===== src/rtl/ft_tx_arbiter.sv =====
// Two-requester round-robin arbiter feeding the FT245 core TX FIFO.
// Bursts end on packet last, burst length limit, or requester stall timeout.
module ft_tx_arbiter #(
    parameter int unsigned BURST_MAX = 16,
    parameter int unsigned STALL_MAX = 64
) (
    input  logic        clk_in,
    input  logic        rst,
    input  logic        req0,
    input  logic        req1,
    input  logic [31:0] req_data0,
    input  logic [31:0] req_data1,
    input  logic        req_last0,
    input  logic        req_last1,
    output logic        ack0,
    output logic        ack1,
    input  logic        tx_valid,
    output logic        tx_write,
    output logic [31:0] tx_data,
    output logic [1:0]  grant,
    output logic [15:0] word_cnt0,
    output logic [15:0] word_cnt1
);

    // state   | meaning
    // S_IDLE  | no owner, arbitrate on req0/req1 with rr
    // S_XFER0 | requester 0 owns the TX FIFO
    // S_XFER1 | requester 1 owns the TX FIFO
    // S_GAP   | one dead cycle after every burst
    typedef enum logic [1:0] {
        S_IDLE  = 2'd0,
        S_XFER0 = 2'd1,
        S_XFER1 = 2'd2,
        S_GAP   = 2'd3
    } state_t;

    localparam logic [7:0] LP_BURST = 8'(BURST_MAX);
    localparam logic [7:0] LP_STALL = 8'(STALL_MAX);

    state_t      r_state;
    logic        r_rr;
    logic [7:0]  r_bcnt;
    logic [7:0]  r_stall;
    logic [1:0]  r_grant;
    logic [15:0] r_wcnt0;
    logic [15:0] r_wcnt1;

    logic        w_in_xfer;
    logic        w_sel1;
    logic        w_req;
    logic        w_last;
    logic        w_write;
    logic [7:0]  w_bcnt_nxt;
    logic [7:0]  w_stall_nxt;
    logic        w_exit;

    assign w_in_xfer   = (r_state == S_XFER0) || (r_state == S_XFER1);
    assign w_sel1      = (r_state == S_XFER1);
    assign w_req       = w_sel1 ? req1 : req0;
    assign w_last      = w_sel1 ? req_last1 : req_last0;
    assign w_write     = w_in_xfer && w_req && tx_valid;
    assign w_bcnt_nxt  = r_bcnt + 8'd1;
    assign w_stall_nxt = r_stall + 8'd1;

    // Burst ends after an accepted word that is last or fills the burst,
    // or when the owner has been silent for STALL_MAX cycles.
    assign w_exit = w_in_xfer &&
                    ((w_write && (w_last || (w_bcnt_nxt == LP_BURST))) ||
                     (!w_req && (w_stall_nxt == LP_STALL)));

    assign tx_write  = w_write;
    assign ack0      = w_write && !w_sel1;
    assign ack1      = w_write && w_sel1;
    assign tx_data   = !w_in_xfer ? 32'h0 : (w_sel1 ? req_data1 : req_data0);
    assign grant     = r_grant;
    assign word_cnt0 = r_wcnt0;
    assign word_cnt1 = r_wcnt1;

    always_ff @(posedge clk_in or negedge rst) begin
        if (!rst) begin
            r_state <= S_IDLE;
            r_rr    <= 1'b0;
            r_bcnt  <= 8'd0;
            r_stall <= 8'd0;
            r_grant <= 2'b00;
            r_wcnt0 <= 16'd0;
            r_wcnt1 <= 16'd0;
        end else begin
            case (r_state)
                S_IDLE: begin
                    r_bcnt  <= 8'd0;
                    r_stall <= 8'd0;
                    if (req0 && (!req1 || !r_rr)) begin
                        r_state <= S_XFER0;
                        r_grant <= 2'b01;
                    end else if (req1) begin
                        r_state <= S_XFER1;
                        r_grant <= 2'b10;
                    end
                end
                S_XFER0, S_XFER1: begin
                    if (w_write) begin
                        r_bcnt  <= w_bcnt_nxt;
                        r_stall <= 8'd0;
                    end else if (!w_req) begin
                        r_stall <= w_stall_nxt;
                    end else begin
                        r_stall <= 8'd0;
                    end
                    if (w_exit) begin
                        r_state <= S_GAP;
                        r_grant <= 2'b00;
                        r_rr    <= !w_sel1;
                    end
                end
                default: begin
                    r_state <= S_IDLE;
                    r_grant <= 2'b00;
                end
            endcase

            if (ack0 && (r_wcnt0 != 16'hFFFF))
                r_wcnt0 <= r_wcnt0 + 16'd1;
            if (ack1 && (r_wcnt1 != 16'hFFFF))
                r_wcnt1 <= r_wcnt1 + 16'd1;
        end
    end

endmodule


===== config.mk =====
export PLATFORM = sky130hd
export DESIGN_NAME = ft_tx_arbiter
export DESIGN_NICKNAME = d
export VERILOG_FILES = /design/src/rtl/ft_tx_arbiter.sv
export SDC_FILE = /design/constraint.sdc
export NUM_CORES = 1
export LEC_CHECK = 0
export ABC_AREA = 1
export CORE_ASPECT_RATIO = 0.6
export CORE_MARGIN = 3
export CORE_UTILIZATION = 40
export CTS_CLUSTER_DIAMETER = 30
export DETAILED_ROUTE_END_ITERATION = 8
export PLACE_DENSITY = 0.76
export SLEW_MARGIN = 40
export SYNTH_ARGS = -nofsm -noshare
export SYNTH_HDL_FRONTEND = slang
export SYNTH_SLANG_ARGS = --single-unit

===== constraint.sdc =====
create_clock -name clk_in -period 2.6 [get_ports clk_in]
set_input_delay 0.52 -clock clk_in [delete_from_list [all_inputs] [get_ports clk_in]]
set_output_delay 0.52 -clock clk_in [all_outputs]
set_load 0.02 [all_outputs]

* Word level (Yosys, flattened, before mapping)
Cells that the tools add are included.
** Operators by class
- Multiplexer cells :: 15
- Reductions and logical operators :: 24
- Equal/unequal tests :: 9
- Add/subtract/negate cells :: 4
** Operators with widths (number)
- $mux 32 :: 2
- $add 16x1->16 const B :: 2
- $ne 16x16->1 const B :: 2
- $pmux 8 s2 :: 2
- $mux 8 :: 3
- $add 8x1->8 const B :: 2
- $logic_and 1x1->1 :: 10
- $eq 8x5->1 const B :: 1
- $eq 8x7->1 const B :: 1
- $mux 2 :: 4
- $pmux 2 s2 :: 2
- $reduce_and 2->1 :: 3
- $logic_not 1->1 :: 4
- $logic_or 1x1->1 :: 4
- $ne 2x2->1 const B :: 2
- $ne 3x3->1 const B :: 1
- $eq 2x1->1 const B :: 1
- $eq 2x2->1 const B :: 1
- $logic_not 2->1 :: 1
- $mux 1 :: 2
- $reduce_bool 2->1 :: 1
- $reduce_or 2->1 :: 1
** Storage, ports and cells
- Output and inout port bits :: 69
- Flip-flop bits (word level) :: 53
- Word-level logic and storage cells :: 59
- Input bits :: 71

* Depth between registers and ports, before layout
- Depth after elaboration :: 9
- Mapped depth :: 13
- Mapped depth without buffers :: 12

* Worst setup path before layout
No wires, ideal clock.
- Path type :: register to output
- From :: reg r_state[0]
- To :: out tx_data[10]
- Path buffers :: 2
- Cell stages (with the launch flop) :: 8
- Slack :: 504 ps
- Data required time :: 2080 ps
- Arrival :: 1576 ps
- Cell sequence :: dfrtp_1 -> inv_1 -> ha_1 -> buf_6 -> inv_1 -> clkbuf_1 -> nor2_1 -> nor2_1
** Between the ends
- Longest elaborated chain between the ends :: 3
- Elaborated cells between the ends (all ways) :: 5
- Those cells by class :: 2 x eq/ne; 2 x mux; 1 x reduce/logical
** Ends and longest elaborated chain
- start, declared :: line 40 : state_t r_state;
- start signal, assigned :: line 81 : r_state <= S_IDLE;
- start signal, assigned :: line 94 : r_state <= S_XFER0;
- start signal, assigned :: line 97 : r_state <= S_XFER1;
- $eq 2x2->1 or $eq 2x1->1 (tied branches) :: line 57, 58
- $mux 32 or $logic_or 1x1->1 (tied branches) :: line 74, 57
- $mux 32 (*) :: line 74 : assign tx_data = !w_in_xfer ? 32'h0 : (w_sel1 ? req_data1 : req_data0);
- end, declared :: line 19 : output logic [31:0] tx_data,
Mark *: on every way between the ends. The rest lies on a longest branch, timed or not.

* Worst setup path after layout
- From :: reg r_state[0]
- To :: out tx_data[1]
Same word-level chain as after synthesis.

==> flow_summary.json <==
{
  "status": "completed",
  "yosysWarningCount": 0,
  "insertion_delay_ns": 0.30,
  "holdCritPathClass": "input pin to asynchronous set/reset pin",
  "power_report.internal_total_w": 0.00264,
  "post-route-worst-setup-slack_ns": 0.208,
  "rr_endpoint": "word_cnt1[11]",
  "number_of_antenna_violations_at_the_first_check_in_global_routing": 0,
  "pin_count_of_the_biggest_net_entering_global_routing": 34,
  "global_route.usage.met2_pct": 34.2,
  "routed_via_density": 5.02,
  "sequential_cell_area_um2": 1330,
  "wl_per_cell_um": 14.6,
  "fmax_mhz": 418,
  "finalSetupViolCount": 0,
  "routed_wirelength_um": 10200,
  "power.share.clock_pct": 17.6,
  "r2r_setup_slack_ns": 0.49,
  "power.switching_w": 0.00222,
  "grt_pass1_vias": 3452,
  "grt_util_met3_pct": 4.66,
  "parity_gate_share_of_the_synthesized_area_counting_xor_and_xnor_cells_pct": 8.35,
  "slew-limit-headroom_pct": 53.3,
  "die_outline_area_um2": 9560,
  "finish.net_count": 672,
  "synthesis.instances": 443,
  "syn-cell-area_um2": 3360,
  "slew_violations": 0,
  "core_area_um2": 8010,
  "combinationalPowerShare_pct": 60.1,
  "critical_path.max_fanout": 32,
  "power.ir.vdd_worst_mv": 0.558,
  "cts-hold-fix-buffers": 0,
  "place.port_buffers": 139,
  "ys.flop_type": "sky130_fd_sc_hd__dfrtp_1",
  "synthSimpleGateAreaFrac_pct": 33.2,
  "layout.cell_area.non_filler_um2": 5120,
  "post_cts_setup_repair_bufs": 0,
  "detailedRoute.firstIterationViolations": 217,
  "clock_tree.htree_level_count": 2,
  "floorplan.initialDensity_pct": 41.9,
  "synth_enable_flop_cells": 0,
  "cts_inserted_buffers": 5,
  "multiInputGateArea_um2": 1820,
  "fill_cells": 690,
  "numClockSinks": 53,
  "gr-usage-all-layers_pct": 21.5,
  "post_route_drc_violation_count": 0,
  "highest_utilization_routing_layer_at_the_global_route_stage": "met2",
  "tightestPinTransition_ns": 0.700,
  "tritoncts": "yes",
  "via_count": 3526,
  "grt_use_met1_pct": 30.2,
  "gp_routability_congestion": 0.894,
  "hold_violations": 0,
  "detailedRoute.firstPassIterationCount": 4,
  "rsz0062_at_grt": "false",
  "drt.antenna.violating_nets": 0,
  "synth_top_family_by_area": "simple AND/OR/NAND/NOR gates",
  "first_pass_grt_wire_length_um": 17000,
  "worst-endpoint-required_ns": 2.08,
  "critPathKind": "register to output port",
  "post_dp_cell_area_um2": 4960,
  "insertedDiodeCount": 0,
  "cap_violations": 0,
  "post_synth_fa_ha_maj_area_fraction_pct": 2.98,
  "floorplan.io_pins": 140,
  "post_synth_mux_area_share_pct": 0.298,
  "clk_root_buffer_cell": "sky130_fd_sc_hd__clkbuf_16",
  "synth.distinct_cells": 34,
  "synth_compound_area_share_pct": 9.43,
  "pwr_density_cell_nw_per_um2": 949,
  "synth_area_per_cell_um2": 7.57,
  "critical_path_data_arrival_time_ns": 1.87,
  "die_w_um": 124,
  "reg2regPathDepth": 11,
  "synth-async-reset-ratio_pct": 100,
  "std_cell_rows": 25,
  "power.switching_fraction_pct": 45.7,
  "skew_ns": 0.00770,
  "die_span_y_um": 77.0,
  "postSynthRegisterBits": 53,
  "clock_pin_slew_on_the_worst_setup_and_hold_paths_ns": 0.07,
  "final_critical_delay_including_setup_and_external_delays_ns": 2.39,
  "cp-end-kind": "output port",
  "overall_power_after_layout_w": 0.00486,
  "clk_path_buf_depth": 2,
  "dpl.hpwl_um": 8070,
  "leakage_power_nw": 2.47,
  "p_seq_share_pct": 22.3,
  "synth-seq-area-share_pct": 39.5,
  "grt_overflow_total": 0,
  "finalCritPeriodShare_pct": 92.0,
  "critPathLaunchType": "register",
  "drive_gt1_share_pct": 8.08,
  "layout-area-overhead-vs-synth_pct": 52.7,
  "synth_fp_nets": 522,
  "post-place-ws_ns": -0.0783,
  "timing.rr.start": "r_state[0]"
}
## power by group through the flow
stage          Sequential, W  Clock (W)  Combinational (W)
4_1_cts              0.00108   0.000866            0.00294
2_1_floorplan        0.00115          0            0.00162
3_3_place_gp         0.00109          0            0.00312
5_1_grt              0.00111   0.000896            0.00321
3_5_place_dp         0.00110          0            0.00316
6_report             0.00109   0.000854            0.00292
## flip-flops by register name, summed over array words and instances, names as in the netlist
name,count
word_cnt0,16
r_rr,1
r_bcnt,8
grant,2
r_state,2
r_stall,8
word_cnt1,16
## how the worst max path moves through the flow
stage	startpoint	endpoint	slack, ns
global placement	req0	ack1	-0.06
global route	r_state[0]	tx_data[1]	0.05
floorplan	r_state[0]	tx_data[10]	0.50
CTS	r_state[0]	tx_data[8]	0.003
detailed placement	req0	ack1	-0.08
finish	r_state[0]	tx_data[1]	0.21
## layout make-up
type,count,area share (%)
Sequential cell,53,25.9
Inverter,36,2.64
Clock buffer,5,2.44
Multi-Input combinational cell,341,35.6
Tap cell,108,2.64
Clock inverter,3,1.27
Timing Repair Buffer,156,29.5
## cell usage after synthesis, types with 2 or more instances
cell,number,area [um2]
sky130_fd_sc_hd__a21oi_1,3,15.0
sky130_fd_sc_hd__nand3_1,26,130
sky130_fd_sc_hd__o21ai_0,46,230
sky130_fd_sc_hd__dfrtp_1,53,1330
sky130_fd_sc_hd__xnor2_1,10,87.6
sky130_fd_sc_hd__nor3_2,2,20.0
sky130_fd_sc_hd__nand2_1,86,323
sky130_fd_sc_hd__nor2_2,4,25.0
sky130_fd_sc_hd__nor4_4,2,42.5
sky130_fd_sc_hd__nor4_1,4,25.0
sky130_fd_sc_hd__nor3_1,5,25.0
sky130_fd_sc_hd__xor2_1,22,193
sky130_fd_sc_hd__nor2_4,3,33.8
sky130_fd_sc_hd__ha_1,8,100
sky130_fd_sc_hd__o22ai_1,7,43.8
sky130_fd_sc_hd__inv_1,35,131
sky130_fd_sc_hd__clkbuf_1,9,33.8
sky130_fd_sc_hd__nand4_1,9,56.3
sky130_fd_sc_hd__nand2_2,3,18.8
sky130_fd_sc_hd__nor2_1,90,338
sky130_fd_sc_hd__buf_6,3,33.8
## per-stage QoR
stage / std cells / setup TNS [ns] / util [%] / hold WS, ns
final: 702 / 0 / 64.0 / 0.265
after global routing: 702 / 0 / 64.0 / 0.329
after CTS: 702 / 0 / 63.8 / 0.295
after detailed placement: 694 / -0.183 / 61.9 / 0.463
after global placement: 694 / -0.117 / 61.9 / 0.457
after floorplan: 443 / 0 / - / 0.224
## what timing repair did
action,CTS,global route
gates cloned,0,0
resized for setup,31,5
setup endpoints to repair,35,5
pin swaps,0,0
## critical path, stage by stage (launching register included)
cell,delay (ns)
sky130_fd_sc_hd__dfrtp_1,0.38
sky130_fd_sc_hd__inv_1,0.07
sky130_fd_sc_hd__ha_1,0.34
sky130_fd_sc_hd__buf_12,0.18
sky130_fd_sc_hd__o21ai_0,0.14
sky130_fd_sc_hd__nor2_1,0.10
sky130_fd_sc_hd__dlygate4sd2_1,0.35
## routing by layer
layer  routed length [um]  share of wire (%)
met3                  531                5.2
met5                    0                  0
met1                 4870                 48
met2                 4720                 46
met4                  110                1.1
## logic make-up after synthesis
logic type	count (synthesis)
flops	53
compound gates	59
simple gates	241
buf+inv	49
fa+ha+maj	8
mux	1
xor+xnor	32
## layout by cell type, fill, tap and decap left out, types with 10 or more instances in the layout
cell type,count
sky130_fd_sc_hd__xnor2_1,10
sky130_fd_sc_hd__nand3_1,26
sky130_fd_sc_hd__dlygate4sd2_1,30
sky130_fd_sc_hd__clkdlybuf4s50_1,103
sky130_fd_sc_hd__inv_1,35
sky130_fd_sc_hd__xor2_1,22
sky130_fd_sc_hd__nand2_1,86
sky130_fd_sc_hd__buf_4,15
sky130_fd_sc_hd__o21ai_0,46
sky130_fd_sc_hd__nor2_1,90
sky130_fd_sc_hd__dfrtp_1,53
Note: power is estimated with default switching activity, not from simulation.
==> patch (same settings) <==
The 4 states of `state_t` get a one-hot encoding in 4 bits.
--- a/src/rtl/ft_tx_arbiter.sv
+++ b/src/rtl/ft_tx_arbiter.sv
@@ -27,11 +27,11 @@
     // S_XFER0 | requester 0 owns the TX FIFO
     // S_XFER1 | requester 1 owns the TX FIFO
     // S_GAP   | one dead cycle after every burst
-    typedef enum logic [1:0] {
-        S_IDLE  = 2'd0,
-        S_XFER0 = 2'd1,
-        S_XFER1 = 2'd2,
-        S_GAP   = 2'd3
+    typedef enum logic [3:0] {
+        S_IDLE  = 4'b0001,
+        S_XFER0 = 4'b0010,
+        S_XFER1 = 4'b0100,
+        S_GAP   = 4'b1000
     } state_t;
 
     localparam logic [7:0] LP_BURST = 8'(BURST_MAX);
Behaviour: no difference found for any inputs over 10 cycles, from zero or initial values and one cycle with rst low; not proved beyond that.
==> patch against the unedited design <==
Sequential share of layout area rose by 0.25 points; critical endpoint is now ack0; worst setup slack lost 76 ps; design area rose by 2.9%; sequential cell count rose by 2; area after synthesis grew 6.2%; highest routed layer unchanged; total power down 22%; non-clock buffer count is 2 lower; wire length increased by 3.5%; critical path type is now in2out; clock skew decreased by 5.2 ps; final cell count up 7.8%.
==> patch: results <==
set metrics [dict create \
    fin_nets 724 \
    diodes 0 \
    dpl.hpwl_um 8310 \
    critPathArrivalTime_ps 1950 \
    grt_pass1_vias 3587 \
    dr.pass1.iters 5 \
    synth_cell_types 36 \
    syn_area_per_cell_sq_um 7.13 \
    status "finished clean" \
    wl_per_cell_um 14.0 \
    synthTopCellsByArea "dfrtp_1 (38%), nand2_1 (19%), xor2_1 (5.9%), inv_1 (5.1%), a21oi_1 (4.8%)" \
    vias 3727 \
    place.gp.congestion 0.899 \
    clock_skew_ps 2.55 \
    utilization_pct 63.8 \
    p_leak_uw 0.00259 \
    grt_pass1_wl_um 17400 \
    netlist_top_cells_count "nand2_1 (183), dfrtp_1 (54), inv_1 (48)" \
    synth_nets 576 \
    crit_fanout 3 \
    grt_max_degree 35 \
    antenna_found_initial 0 \
    ys_seq_area_share_pct 38.6 \
    vias_per_cell 4.92 \
    ctsResizeCount 35 \
    async_reset_ff_share_pct 100 \
]
[patch: metrics by stage]
stage               setup TNS [ps]  worst slack, ps  total power (uW)  cell area, sq um
finish                           0              133              3780              5270
global route                     0             1.70              4020              5270
CTS                              0              127              3810              5270
detailed placement            -375             -134              3170              5160
global placement              -346             -122              3120              5160
floorplan                        0              448              2260              3560
[patch: routing by layer]
metal  GRT usage [%]  vias up  part of all wire [%]
li1                -     1897                     -
met5               0        -                     0
met2            31.5       94                    46
met3            5.44       16                   5.6
met4            5.40        0                   1.3
met1            30.1     1720                    47
[patch: worst paths after layout]
path | slack (ps) | cells past startpoint | end | start
min in group clk_in | 490 | 2 | r_rr$_DFFE_PN0P_ | r_rr$_DFFE_PN0P_
hold / removal | 200 | 1 | word_cnt1[8]$_DFFE_PN0P_ | rst
max in group asynchronous | 1760 | 2 | r_state[0]$_DFFE_PN1P_ | rst
hold reg to reg | 490 | 2 | r_rr$_DFFE_PN0P_ | r_rr$_DFFE_PN0P_
setup reg to reg | 450 | 6 | word_cnt1[0]$_DFFE_PN0P_ | word_cnt1[0]$_DFFE_PN0P_
setup / recovery | 130 | 8 | ack0 | req1
[patch: power by group]
| group | switching [uW] | leakage [uW] | total, uW | internal, uW |
|---|---|---|---|---|
| clock network | 304 | 0.0000772 | 715 | 411 |
| registers | 215 | 0.000718 | 1250 | 1030 |
| logic | 1090 | 0.00180 | 1810 | 729 |
[patch: cell families after synthesis]
| group | share of synthesized area [%] |
|---|---|
| AND/OR/NAND/NOR | 34.8 |
| buffers and inverters | 7.34 |
| AO/OA/AOI/OAI | 10.5 |
| XOR/XNOR | 6.63 |
| adder cells (fa/ha/maj) | 1.76 |
| flip-flops | 38.6 |
| multiplexers | 0.281 |
[patch: critical path: stages]
cell             delay (ps)
clkdlybuf4s50_1         480
nand4_1                 120
nand2_1                 120
nand2_2                 100
nor2_8                  140
inv_4                    60
nor2_8                   70
dlygate4sd2_1           330
[patch: layout make-up]
class / instances / area, sq um
Clock buffer: 8 / 156
Sequential cell: 55 / 1380
Tap cell: 108 / 135
Fill cell: 732 / 2990
Inverter: 52 / 198
Timing Repair Buffer: 154 / 1480
Multi-Input combinational cell: 380 / 1930
